[src/rtl/cardinal_nic.sv]
// Network interface between one cardinal_cpu core and its router port; optional NIC_POLARITY_EN gates injection on router phase.
// Latency: CPU reads return on d_out one cycle after nicEn is sampled; packets cross in one edge each way.
// Backpressure: net_ri drops while the input buffer is full; net_so waits for net_ro (and the matching phase when enabled).
module cardinal_nic (
    input  logic        clk,
    input  logic        rst,
    input  logic [1:0]  addr,
    input  logic [0:63] d_in,
    output logic [0:63] d_out,
    input  logic        nicEn,
    input  logic        nicWrEn,
    input  logic        net_si,
    output logic        net_ri,
    input  logic [0:63] net_di,
    output logic        net_so,
    input  logic        net_ro,
    output logic [0:63] net_do,
    input  logic        net_polarity
);

    localparam logic [1:0] ADDR_IN_BUF  = 2'b00;
    localparam logic [1:0] ADDR_IN_STS  = 2'b01;
    localparam logic [1:0] ADDR_OUT_BUF = 2'b10;
    localparam logic [1:0] ADDR_OUT_STS = 2'b11;

    logic [0:63] in_buf_q,  in_buf_d;
    logic        in_full_q, in_full_d;
    logic [0:63] out_buf_q, out_buf_d;
    logic        out_full_q, out_full_d;
    logic [0:63] d_out_q,   d_out_d;

    logic cpu_rd;
    logic cpu_wr;
    logic vc_ok;

    assign cpu_rd = nicEn && !nicWrEn;
    assign cpu_wr = nicEn && nicWrEn;

`ifdef NIC_POLARITY_EN
    // Packet bit 0 selects the VC; inject only when the router is in that phase.
    assign vc_ok = (out_buf_q[0] == net_polarity);
`else
    logic unused_polarity;
    assign unused_polarity = net_polarity;
    assign vc_ok           = 1'b1;
`endif

    assign net_ri = !in_full_q;
    assign net_so = out_full_q && net_ro && vc_ok;
    assign net_do = out_buf_q;
    assign d_out  = d_out_q;

    always_comb begin
        in_buf_d   = in_buf_q;
        in_full_d  = in_full_q;
        out_buf_d  = out_buf_q;
        out_full_d = out_full_q;
        d_out_d    = d_out_q;

        if (cpu_rd) begin
            case (addr)
                ADDR_IN_BUF: begin
                    d_out_d   = in_buf_q;
                    in_full_d = 1'b0;
                end
                ADDR_IN_STS:  d_out_d = {63'b0, in_full_q};
                ADDR_OUT_BUF: d_out_d = 64'b0;
                ADDR_OUT_STS: d_out_d = {63'b0, out_full_q};
                default:      d_out_d = d_out_q;
            endcase
        end

        // Capture after the read-clear: a capture is only possible when the buffer was already empty.
        if (net_si && net_ri) begin
            in_buf_d  = net_di;
            in_full_d = 1'b1;
        end

        if (net_so) begin
            out_full_d = 1'b0;
        end

        // Pre-edge out_full gates the write, so a write colliding with a send is dropped.
        if (cpu_wr && (addr == ADDR_OUT_BUF) && !out_full_q) begin
            out_buf_d  = d_in;
            out_full_d = 1'b1;
        end
    end

    always_ff @(posedge clk or negedge rst) begin
        if (!rst) begin
            in_buf_q   <= 64'b0;
            in_full_q  <= 1'b0;
            out_buf_q  <= 64'b0;
            out_full_q <= 1'b0;
            d_out_q    <= 64'b0;
        end else begin
            in_buf_q   <= in_buf_d;
            in_full_q  <= in_full_d;
            out_buf_q  <= out_buf_d;
            out_full_q <= out_full_d;
            d_out_q    <= d_out_d;
        end
    end

endmodule

[config.mk]
export PLATFORM = sky130hd
export DESIGN_NAME = cardinal_nic
export DESIGN_NICKNAME = d
export VERILOG_FILES = /design/src/rtl/cardinal_nic.sv
export SDC_FILE = /design/constraint.sdc
export NUM_CORES = 1
export LEC_CHECK = 0
export CAP_MARGIN = 10
export CORE_MARGIN = 10
export CORE_UTILIZATION = 48
export CTS_CLUSTER_DIAMETER = 200
export DETAILED_ROUTE_END_ITERATION = 8
export PLACE_DENSITY_LB_ADDON = 0.12
export RECOVER_POWER = 25
export REMOVE_ABC_BUFFERS = 1
export SKIP_CTS_REPAIR_TIMING = 1
export SYNTH_ARGS = -nofsm -noshare
export SYNTH_HDL_FRONTEND = slang
export SYNTH_SLANG_ARGS = --single-unit
[constraint.sdc]
create_clock -name clk -period 2.57 [get_ports clk]
set_input_delay 0.6425 -clock clk [delete_from_list [all_inputs] [get_ports clk]]
set_output_delay 0.6425 -clock clk [all_outputs]
set_load 0.1 [all_outputs]
[After elaboration in Yosys (flattened, before gate mapping)]
Cells that the tools add are included.
W data, S select, Z words.
Word-level totals
  flip-flop bits (word level): 194
  input port bits: 137
  output and inout bits: 130
  word-level logic and storage cells: 28
Operators by class
  equal/unequal tests: 3
  mux-type cells: 6
  reduce and logical (&&, ||, !) cells: 14
Operator list (count)
  $pmux W64 S4: 1
  $logic_and A1 B1 Y1: 6
  $reduce_bool A2 Y1: 3
  $mux W1: 5
  $eq A2 B2 Y1 const B: 2
  $logic_not A1 Y1: 3
  $eq A2 B1 Y1 const B: 1
  $logic_not A2 Y1: 1
  $reduce_and A2 Y1: 1

[Logic depth before layout (Yosys ltp)]
Gate-level depths: netlist of run 1.
  word-level depth: 4
  mapped depth: 5

[Least setup slack after synthesis of run 1]
Ideal clock, no wire load.
  kind: input port to output port
  start: input port net_ro
  end: output port net_so
  data arrival time: 1.379 ns
  data required time: 1.928 ns
  path slack: 0.548 ns
  cell stages on the path: 1
  buffers on the path: 0
  cell sequence: and2_1
On the way
  cells in the longest elaborated chain, start to end: 1
Ends and longest elaborated chain
  start: declaration: RTL line 16  | input logic net_ro,
  $logic_and A1 B1 Y1: RTL line 49  | assign net_so = out_full_q && net_ro && vc_ok;
  end: declaration: RTL line 15  | output logic net_so,
No other way between the ends.

[Final worst setup path of run 1]
Ends and elaborated chain as after synthesis.

==> metrics.cfg, run 1 <==
[global_routing]
grt_pass1_vias = 5011
grt_util_met2 = 0.2974
met1_usage = 0.2145
grt_busiest_layer = met2
gr-usage-met3 = 0.08391
grt_antenna_before_repair = 0
grt_remaining_overflow = 0
grt_first_pass_wirelength_mm = 28.88
grt_max_degree = 66
grt_usage = 0.1837

[clock_tree]
clk_buf_depth = 2
cts_tree = built
worst_setup_hold_path_clk_slew_ps = 70
cts_htree_levels = 4
numCtsBuffers = 17
clock-root-buffer = clkbuf_16
clkLatencyLatePin_ps = 420
cts.sink_count = 194

[sta]
final_slew_viol_count = 64
post-route-worst-setup-slack_ps = 470.9
hold_viol_final = 0
max_clock_freq_ghz = 0.4764
tmin_final_ps = 2099
worst_clock_skew_ps = 8.682
finalSetupViolCount = 0
rsz0062_at_grt = false
timing_worst_slew_pin_value_ps = 1652
finalCritPeriodShare = 0.8168
slew_limit_headroom = -0.1011
totalNegativeSetupSlack_ps = 0

[die]
placeableCoreArea_um2 = 14700
horizontal_die_dimension_um = 143.3
die_area_um2 = 20520
io-pin-count = 267
start_util = 0.4961
dieHeight_um = 143.3
placementRows = 44

[power]
powerDensity_nw_per_um2 = 1211
ir_worst_vdd_v = 0.0008160
static-leakage-power_nw = 4.996

[critical_path]
timing.critical_path.fanout_max = 2
criticalPathCategory = primary input to output pin
worst_setup_path_start_kind = primary input
worstSetupEndpointType = output pin
timing.critical_path.required_ps = 1930
r2r_start = out_full_q
setup.worst_path.start = net_ro
crit_arrival_ps = 1460

[cells_and_area]
layout.nets = 832
share_of_cells_above_drive_strength_1 = 0.4322
antenna-diode-count = 0
final_cell_count_no_fill = 892
syn_to_final_growth_pct = 43.36

[min_path]
hp-class = register to register
worstHoldStart = in_buf_q[43]

[placed_design]
gp_congestion = 0.7800
io_buffer_count = 265
dpl.hpwl_mm = 13.68
post-place-ws_ps = 254.7
place_inst = 860

[logic_synthesis]
synthMostInstantiatedCell = dfrtp_1
synth_cell_types = 20
ys_top_cells_by_area = dfrtp_1 67%, mux2_2 12%, mux2_4 10%
synth-seq-area-share = 0.6658
yosys-top-cells-count = 194 x dfrtp_1, 80 x mux2_2, 63 x a22o_1, 49 x mux2_4, 16 x buf_2
synth_area_leader_cell = dfrtp_1
synth_enable_flop_cells = 0
synth-simple-area-share = 0.006692
syn-cell-area_um2 = 7292
synth_flop_cell = dfrtp_1
synthCells = 427
synth.area.mux_share = 0.2244
synth_top_area_share = 0.6658
ys_ff_latch = 194
synthesis.area_per_instance_um2 = 17.08
ys_async_sr_fraction = 1.000
yosys.area_share.xor_xnor = 0
share_of_synthesized_cell_area_in_full_adder_half_adder_and_majority_cells = 0
synth_compound_area_frac = 0.07927
synth_top_family_by_area = multiplexers
synth.yosys.warnings = 0

[route]
antenna_violating_nets_post_route = 0
avgViaCountPerCell = 5.095
route.detailed.wl_per_inst_um = 21.44
vias_after_detailed_routing = 4545
drtIter0Drc = 242
drcViolationCount = 0
firstDrtPassIters = 4
wirelength_mm = 19.12

[run]
maxCapViolations = 1

[status]
failing_checks = max-capacitance violations, max-slew violations
status = finished, violations left

[worst paths after layout]
| path | end | slack, ps | depth (start not counted) |
|---|---|---|---|
| max | net_so | 470 | 3 |
| min | d_out[43] | 480 | 1 |
| max reg2reg | net_do[48] | 980 | 4 |
| min reg2reg | d_out[43] | 480 | 1 |
| max in group asynchronous | net_do[7] | 850 | 2 |
| min in group asynchronous | in_buf_q[38] | 640 | 1 |
[worst max-delay path: stages]
cell,delay (ps)
clkdlybuf4s50_1,460
and2_1,170
buf_12,180
[where the power goes]
| group | internal, mW | switching, mW |
|---|---|---|
| Combinational | 1.65 | 3.92 |
| Sequential | 3.99 | 0.509 |
| Clock | 1.40 | 1.18 |
[layout make-up]
cell class / instances / area [µm²]
Sequential cell: 194 / 4855
Fill cell: 1006 / 4245
Timing Repair Buffer: 276 / 2505
Multi-Input combinational cell: 203 / 2273
Clock buffer: 19 / 452.9
Tap cell: 184 / 230.2
Clock inverter: 13 / 126.4
Inverter: 3 / 11.26
[cells in the final DEF, fill, tap and decap left out, types with 2 or more instances in the layout]
cell and count:
a22o_1 63, buf_12 8, buf_4 133, clkbuf_16 17, clkbuf_8 2, clkdlybuf4s50_1 134, clkinv_4 3, clkinvlp_4 4
dfrtp_1 194, inv_1 3, inv_6 4, mux2_2 80, mux2_4 49, nor2_1 2
[flip-flops by register name, indices dropped and copies added (netlist names)]
name,flops
d_out,64
in_buf_q,64
in_full_q,1
net_do,64
out_full_q,1
[stage by stage]
step	utilization	area, µm²	power (mW)	hold slack (ps)
final	0.7112	10450	12.66	484.8
after global routing	0.7112	10450	13.16	497.5
after CTS	0.7118	10460	12.78	218.2
after detailed placement	0.6724	9883	10.18	476.7
after global placement	0.6724	9883	10.04	468.1
after floorplan	-	7129	8.769	346.9
[metal layers]
metal  up-vias  routed length [µm]
li1       2081                   -
met4         0                 380
met1      2293                7452
met5         -                   0
met3        20                1684
met2       151                9605
[kinds of logic (layout without fill, tap and decap cells)]
family	after synthesis	in the layout
and+or+nand+nor	7	7
muxes	129	129
AOI/OAI and AO/OA	67	67
DFF	194	194
buffers and inverters	30	311
Note: power is estimated with default switching activity, not from simulation.
==> inputs of run 2 (changes only) <==
Settings changed: CORE_UTILIZATION 48 to 40.
Clock period 2.57 ns to 1.7 ns, I/O delays scaled along.
==> run 2 against run 1 <==
Against the previous run:
- wire length grew 10%
- first-iteration DRC count shrank 34%
- setup slack lost 440 ps
- the flow now finishes without violations
- clock power grew 60%
- count of clock-buffer cells in the layout grew 2
- via count grew 5.0%
- critical path depth is the same
- design area grew 19%
- largest cell class unchanged
- register-to-register slack lost 770 ps
- global-route usage shrank 0.82 points
- die area grew 17%
==> metrics.cfg, run 2 (same netlist as run 1, synthesis figures left out) <==
[die]
placeableCoreArea_um2 = 17960  ; was 14700 µm²
start_util = 0.4059  ; was 0.4961
dieHeight_um = 155.0  ; was 143.3 µm
io-pin-count = 267  ; unchanged
placementRows = 49  ; was 44
horizontal_die_dimension_um = 155.0  ; was 143.3 µm
die_area_um2 = 24030  ; was 20520 µm²

[power]
internal_power_summed_over_all_cells_mw = 12.63  ; was 7.049 mW
p_clk_frac = 0.193  ; was 0.204
p_total_mw = 21.51  ; was 12.66 mW
combinational_share_of_power = 0.474  ; was 0.440
static-leakage-power_nw = 5.628  ; was 4.996 nW
powerDensity_nw_per_um2 = 1735  ; was 1211 nW/µm²
ir_worst_vdd_v = 0.001175  ; was 0.0008160 V
seq_power_share = 0.333  ; was 0.355
switching_share = 0.4127  ; was 0.4431
p_switching_mw = 8.877  ; was 5.610 mW

[critical_path]
critical_path_cell_count = 3  ; unchanged
worst_setup_path_start_kind = primary input  ; unchanged
setup.worst_path.start = net_ro  ; unchanged
timing.critical_path.required_ps = 1270  ; was 1930 ps
timing.critical_path.buf_inv = 2  ; unchanged
cpMaxStageDelayCell = clkdlybuf4s50_1  ; unchanged
number_of_cells_traversed_by_the_worst_register_to_register_path = 5  ; was 4
crit_path_cell_trace = clkdlybuf4s50_1 > and2_4 > buf_12  ; was clkdlybuf4s50_1 > and2_1 > buf_12
crit_family = buffers and inverters  ; unchanged
timing.critical_path.fanout_max = 2  ; unchanged
criticalPathCategory = primary input to output pin  ; unchanged
worstSetupEndpointType = output pin  ; unchanged
r2r_start = out_full_q  ; unchanged
largest_stage_delay_worst_path_ps = 490  ; was 460 ps
crit_arrival_ps = 1250  ; was 1460 ps

[sta]
worst_clock_skew_ps = 9.789  ; was 8.682 ps
hold_viol_final = 0  ; unchanged
timing_worst_slew_pin_value_ps = 750.4  ; was 1652 ps
rsz0062_at_grt = false  ; unchanged
slew_limit_headroom = 0.4998  ; was -0.1011
finalCritPeriodShare = 0.9835
finalSetupViolCount = 0  ; unchanged
tmin_final_ps = 1672
final_slew_viol_count = 0  ; was 64
max_clock_freq_ghz = 0.5981
finalHoldWorstSlack_ps = 486.6  ; was 484.8 ps

[global_routing]
grt_usage = 0.1755  ; was 0.1837
grt_pass1_vias = 5453  ; was 5011
grt_max_degree = 51  ; was 66
grt_antenna_before_repair = 1  ; was 0
grt_first_pass_wirelength_mm = 32.60  ; was 28.88 mm
grt_remaining_overflow = 0  ; unchanged

[route]
avgViaCountPerCell = 4.976  ; was 5.095
antenna_violating_nets_post_route = 0  ; unchanged
route.detailed.wl_per_inst_um = 21.97  ; was 21.44 µm
drtIter0Drc = 160  ; was 242
vias_after_detailed_routing = 4772  ; was 4545
firstDrtPassIters = 4  ; unchanged
wirelength_mm = 21.07  ; was 19.12 mm
drcViolationCount = 0  ; unchanged

[cells_and_area]
area_taken_by_flip_flops_and_latches_um2 = 4855  ; unchanged
layout.cells.most_common = dfrtp_1  ; unchanged
mostFrequentLayoutCells = 194 x dfrtp_1, 143 x buf_12, 134 x clkdlybuf4s50_1, 80 x mux2_2, 63 x a22o_1  ; was 194 x dfrtp_1, 134 x clkdlybuf4s50_1, 133 x buf_4, 80 x mux2_2, 63 x a22o_1
final_cell_count_no_fill = 959  ; was 892
post-route-cell-area_um2 = 12400  ; was 10450 µm²
syn_to_final_growth_pct = 70.02  ; was 43.36%
layout.nets = 853  ; was 832
multiInputGateArea_um2 = 2276  ; was 2273 µm²
fill_cells = 1204  ; was 1006
postLayoutCoreUtil = 0.6902  ; was 0.7112
share_of_cells_above_drive_strength_1 = 0.4458  ; was 0.4322

[placed_design]
place_inst = 925  ; was 860
io_buffer_count = 265  ; unchanged
gp_congestion = 0.7855  ; was 0.7800
placedInstanceArea_um2 = 11790  ; was 9883 µm²
dpl.hpwl_mm = 15.99  ; was 13.68 mm

[clock_tree]
numCtsBuffers = 17  ; unchanged
cts_htree_levels = 4  ; unchanged
clock-root-buffer = clkbuf_16  ; unchanged
clkLatencyLatePin_ps = 420  ; about the same
cts.sink_count = 194  ; unchanged
worst_setup_hold_path_clk_slew_ps = 60  ; was 70 ps
clk_buf_depth = 2  ; unchanged
cts_tree = built  ; unchanged

[status]
status = finished clean  ; was finished, violations left

[run]
maxCapViolations = 0  ; was 1

[min_path]
hp-class = register to register  ; unchanged
worstHoldStart = in_buf_q[27]  ; was in_buf_q[43]
worstHoldPathCells = 1  ; unchanged

## run 2: cell types whose count changed in the layout (fill, tap and decap cells not counted), sizes merged, moves of 2 or more
cell,before,now
bufinv,1,3
clkinvlp,4,0
clkbuf,20,22
buf,141,161
## run 2: worst paths after layout
path	endpoint	slack, ps
max in group asynchronous	in_buf_q[1]	190
worst min-delay path	d_out[27]	490
worst max-delay path	net_so	30
worst max register to register	net_do[9]	210
worst min register to register	d_out[27]	490
min in group asynchronous	out_full_q	630
## run 2: power by group through the flow
stage,Sequential (mW),Clock (mW),Combinational (mW)
6_report,7.17,4.14,10.2
5_1_grt,7.37,4.43,10.5
4_1_cts,7.19,4.26,10.3
3_5_place_dp,7.25,0,10.3
3_3_place_gp,7.14,0,10.1
2_1_floorplan,11.3,0,1.95
## run 2: metrics by stage
stage	setup TNS, ps	worst slack, ps
2_1_floorplan	-405290	-2668
3_3_place_gp	-28200	-231.7
3_5_place_dp	-30930	-254.6
4_1_cts	-5.820	-5.820
5_1_grt	0	1.250
6_report	0	27.99
## run 2: layer usage
| layer | up-vias | routed length, µm | track usage |
|---|---|---|---|
| met2 | 136 | 11410 | 0.3064 |
| met4 | 0 | 473 | 0.06478 |
| li1 | 2121 | - | - |
| met1 | 2494 | 7713 | 0.1899 |
| met3 | 21 | 1470 | 0.06507 |
| met5 | - | 0 | 0 |
## run 2: layout make-up
type	count	area share
Sequential cell	194	0.3916
Timing Repair Buffer	297	0.3515
Multi-Input combinational cell	203	0.1836
Clock buffer	21	0.03714
Tap cell	229	0.02311
Clock inverter	11	0.01201
Inverter	3	0.0009083
Antenna cell	1	0.0002018
==> inputs of run 3 (changes only) <==
Settings changed: CORE_UTILIZATION 40 to 48.
Clock period 1.7 ns to 2 ns, I/O delays scaled along.
==> run 3 against run 2 <==
Against the previous run:
- the run now ends with max-capacitance violations, max-slew violations left
- setup slack better by 140 ps
- critical path depth stayed put
- non-clock buffer count is 7 lower
- sequential power is 15% lower
- core utilization is 14 points higher
- sequential share of layout area is 0.70 points higher
- sequential cell count stayed put
- hold slack worse by 61 ps
- clock skew is 3.0 ps lower
- via count is 0.29% higher
- largest power group unchanged
==> metrics.cfg, run 3 (same netlist as run 1, synthesis figures left out) <==
[status]
status = finished, violations left  ; was finished clean
failing_checks = max-capacitance violations, max-slew violations

[cells_and_area]
layout.nets = 846  ; was 853
antenna-diode-count = 0  ; was 1
final_cell_count_no_fill = 906  ; was 959
fill_cells = 746  ; was 1204
share_of_cells_above_drive_strength_1 = 0.4391  ; was 0.4458
layout.cells.most_common = dfrtp_1  ; unchanged
syn_to_final_growth_pct = 67.04  ; was 70.02%
area_taken_by_flip_flops_and_latches_um2 = 4855  ; unchanged
mostFrequentLayoutCells = 194 x dfrtp_1, 139 x buf_12, 134 x clkdlybuf4s50_1, 80 x mux2_2, 63 x a22o_1  ; was 194 x dfrtp_1, 143 x buf_12, 134 x clkdlybuf4s50_1, 80 x mux2_2, 63 x a22o_1
multiInputGateArea_um2 = 2273  ; was 2276 µm²

[clock_tree]
worst_setup_hold_path_clk_slew_ps = 70  ; was 60 ps
clkLatencyLatePin_ps = 430  ; was 420 ps
cts_htree_levels = 4  ; unchanged
numCtsBuffers = 17  ; unchanged
clock-root-buffer = clkbuf_16  ; unchanged
cts.sink_count = 194  ; unchanged
cts_tree = built  ; unchanged
clk_buf_depth = 2  ; unchanged

[critical_path]
largest_stage_delay_worst_path_ps = 470  ; was 490 ps
critical_path_cell_count = 3  ; unchanged
timing.critical_path.buf_inv = 2  ; unchanged
number_of_cells_traversed_by_the_worst_register_to_register_path = 5  ; unchanged
worstSetupEndpointType = output pin  ; unchanged
criticalPathCategory = primary input to output pin  ; unchanged
crit_path_cell_trace = clkdlybuf4s50_1 > and2_1 > buf_12  ; was clkdlybuf4s50_1 > and2_4 > buf_12
crit_family = buffers and inverters  ; unchanged
rrSetupSlack_ps = 540  ; was 210 ps
crit_arrival_ps = 1340  ; was 1250 ps
timing.critical_path.required_ps = 1500  ; was 1270 ps
cpMaxStageDelayCell = clkdlybuf4s50_1  ; unchanged
timing.critical_path.fanout_max = 2  ; unchanged
worst_setup_path_start_kind = primary input  ; unchanged

[global_routing]
grt_usage = 0.2124  ; was 0.1755
grt_first_pass_wirelength_mm = 33.05  ; was 32.60 mm
grt_max_degree = 66  ; was 51
grt_pass1_vias = 5461  ; was 5453
grt_remaining_overflow = 0  ; unchanged
grt_antenna_before_repair = 1  ; unchanged

[sta]
finalCritPeriodShare = 0.9183
rsz0062_at_grt = false  ; unchanged
slew_limit_headroom = -0.004891  ; was 0.4998
final_slew_viol_count = 55  ; was 0
finalSetupViolCount = 0  ; unchanged
max_clock_freq_ghz = 0.5445
worst_clock_skew_ps = 6.771  ; was 9.789 ps
tmin_final_ps = 1837
timing_worst_slew_pin_value_ps = 1507  ; was 750.4 ps
hold_viol_final = 0  ; unchanged

[min_path]
hp-class = primary input to async pin  ; was register to register

[power]
p_total_mw = 18.13  ; was 21.51 mW
static-leakage-power_nw = 5.534  ; was 5.628 nW
powerDensity_nw_per_um2 = 1488  ; was 1735 nW/µm²
ir_worst_vdd_v = 0.001394  ; was 0.001175 V

[die]
dieHeight_um = 143.3  ; was 155.0 µm
start_util = 0.4961  ; was 0.4059
placementRows = 44  ; was 49
placeableCoreArea_um2 = 14700  ; was 17960 µm²
io-pin-count = 267  ; unchanged
horizontal_die_dimension_um = 143.3  ; was 155.0 µm
die_area_um2 = 20520  ; was 24030 µm²

[route]
route.detailed.wl_per_inst_um = 23.61  ; was 21.97 µm
firstDrtPassIters = 4  ; unchanged
antenna_violating_nets_post_route = 0  ; unchanged
avgViaCountPerCell = 5.283  ; was 4.976
vias_after_detailed_routing = 4786  ; was 4772
wirelength_mm = 21.39  ; was 21.07 mm
drtIter0Drc = 243  ; was 160
drcViolationCount = 0  ; unchanged

[placed_design]
gp_congestion = 0.7687  ; was 0.7855
dpl.hpwl_mm = 15.80  ; was 15.99 mm
place_inst = 874  ; was 925
io_buffer_count = 265  ; unchanged

[run]
maxCapViolations = 1  ; was 0

## run 3: cell type report
type	instances	share of cell area
timing repair buffer	290	0.3477
multi-input combinational	203	0.1866
clock buffer	17	0.03493
tap	184	0.01890
clock inverter	15	0.01233
sequential	194	0.3986
inverter	3	0.0009245
## run 3: path summary, 6_finish.rpt
path                              start   endpoint
max                              net_ro     net_so
min                                 rst  d_out[24]
max in group asynchronous           rst  d_out[23]
min reg2reg                in_buf_q[58]  d_out[58]
min in group clk           in_buf_q[58]  d_out[58]
max reg2reg                  out_full_q  net_do[8]
## run 3: stage by stage
step | utilization | setup WS (ps) | cell area, µm² | hold WS [ps] | setup TNS, ps
after global routing | 0.8287 | 125.9 | 12180 | 511.1 | 0
after CTS | 0.8302 | 161.9 | 12200 | 43.59 | 0
after detailed placement | 0.7910 | -31.00 | 11630 | 477.1 | -579.9
final | 0.8287 | 163.4 | 12180 | 426.1 | 0
after floorplan | - | -2443 | 7129 | 204.4 | -361640
after global placement | 0.7910 | -4.427 | 11630 | 468.1 | -19.33
## run 3: report_power, final
group	switching (mW)	total (mW)	internal (mW)
Clock	1.57	3.32	1.75
Sequential	0.999	6.13	5.13
Combinational	5.13	8.67	3.55
## run 3: per-layer routing
layer / global-route usage / part of all wire / up-vias
met4: 0.06233 / 0.017 / 2
met5: 0 / 0.00079 / -
met3: 0.08590 / 0.082 / 23
met1: 0.2371 / 0.36 / 2499
met2: 0.3662 / 0.54 / 153
li1: - / - / 2109
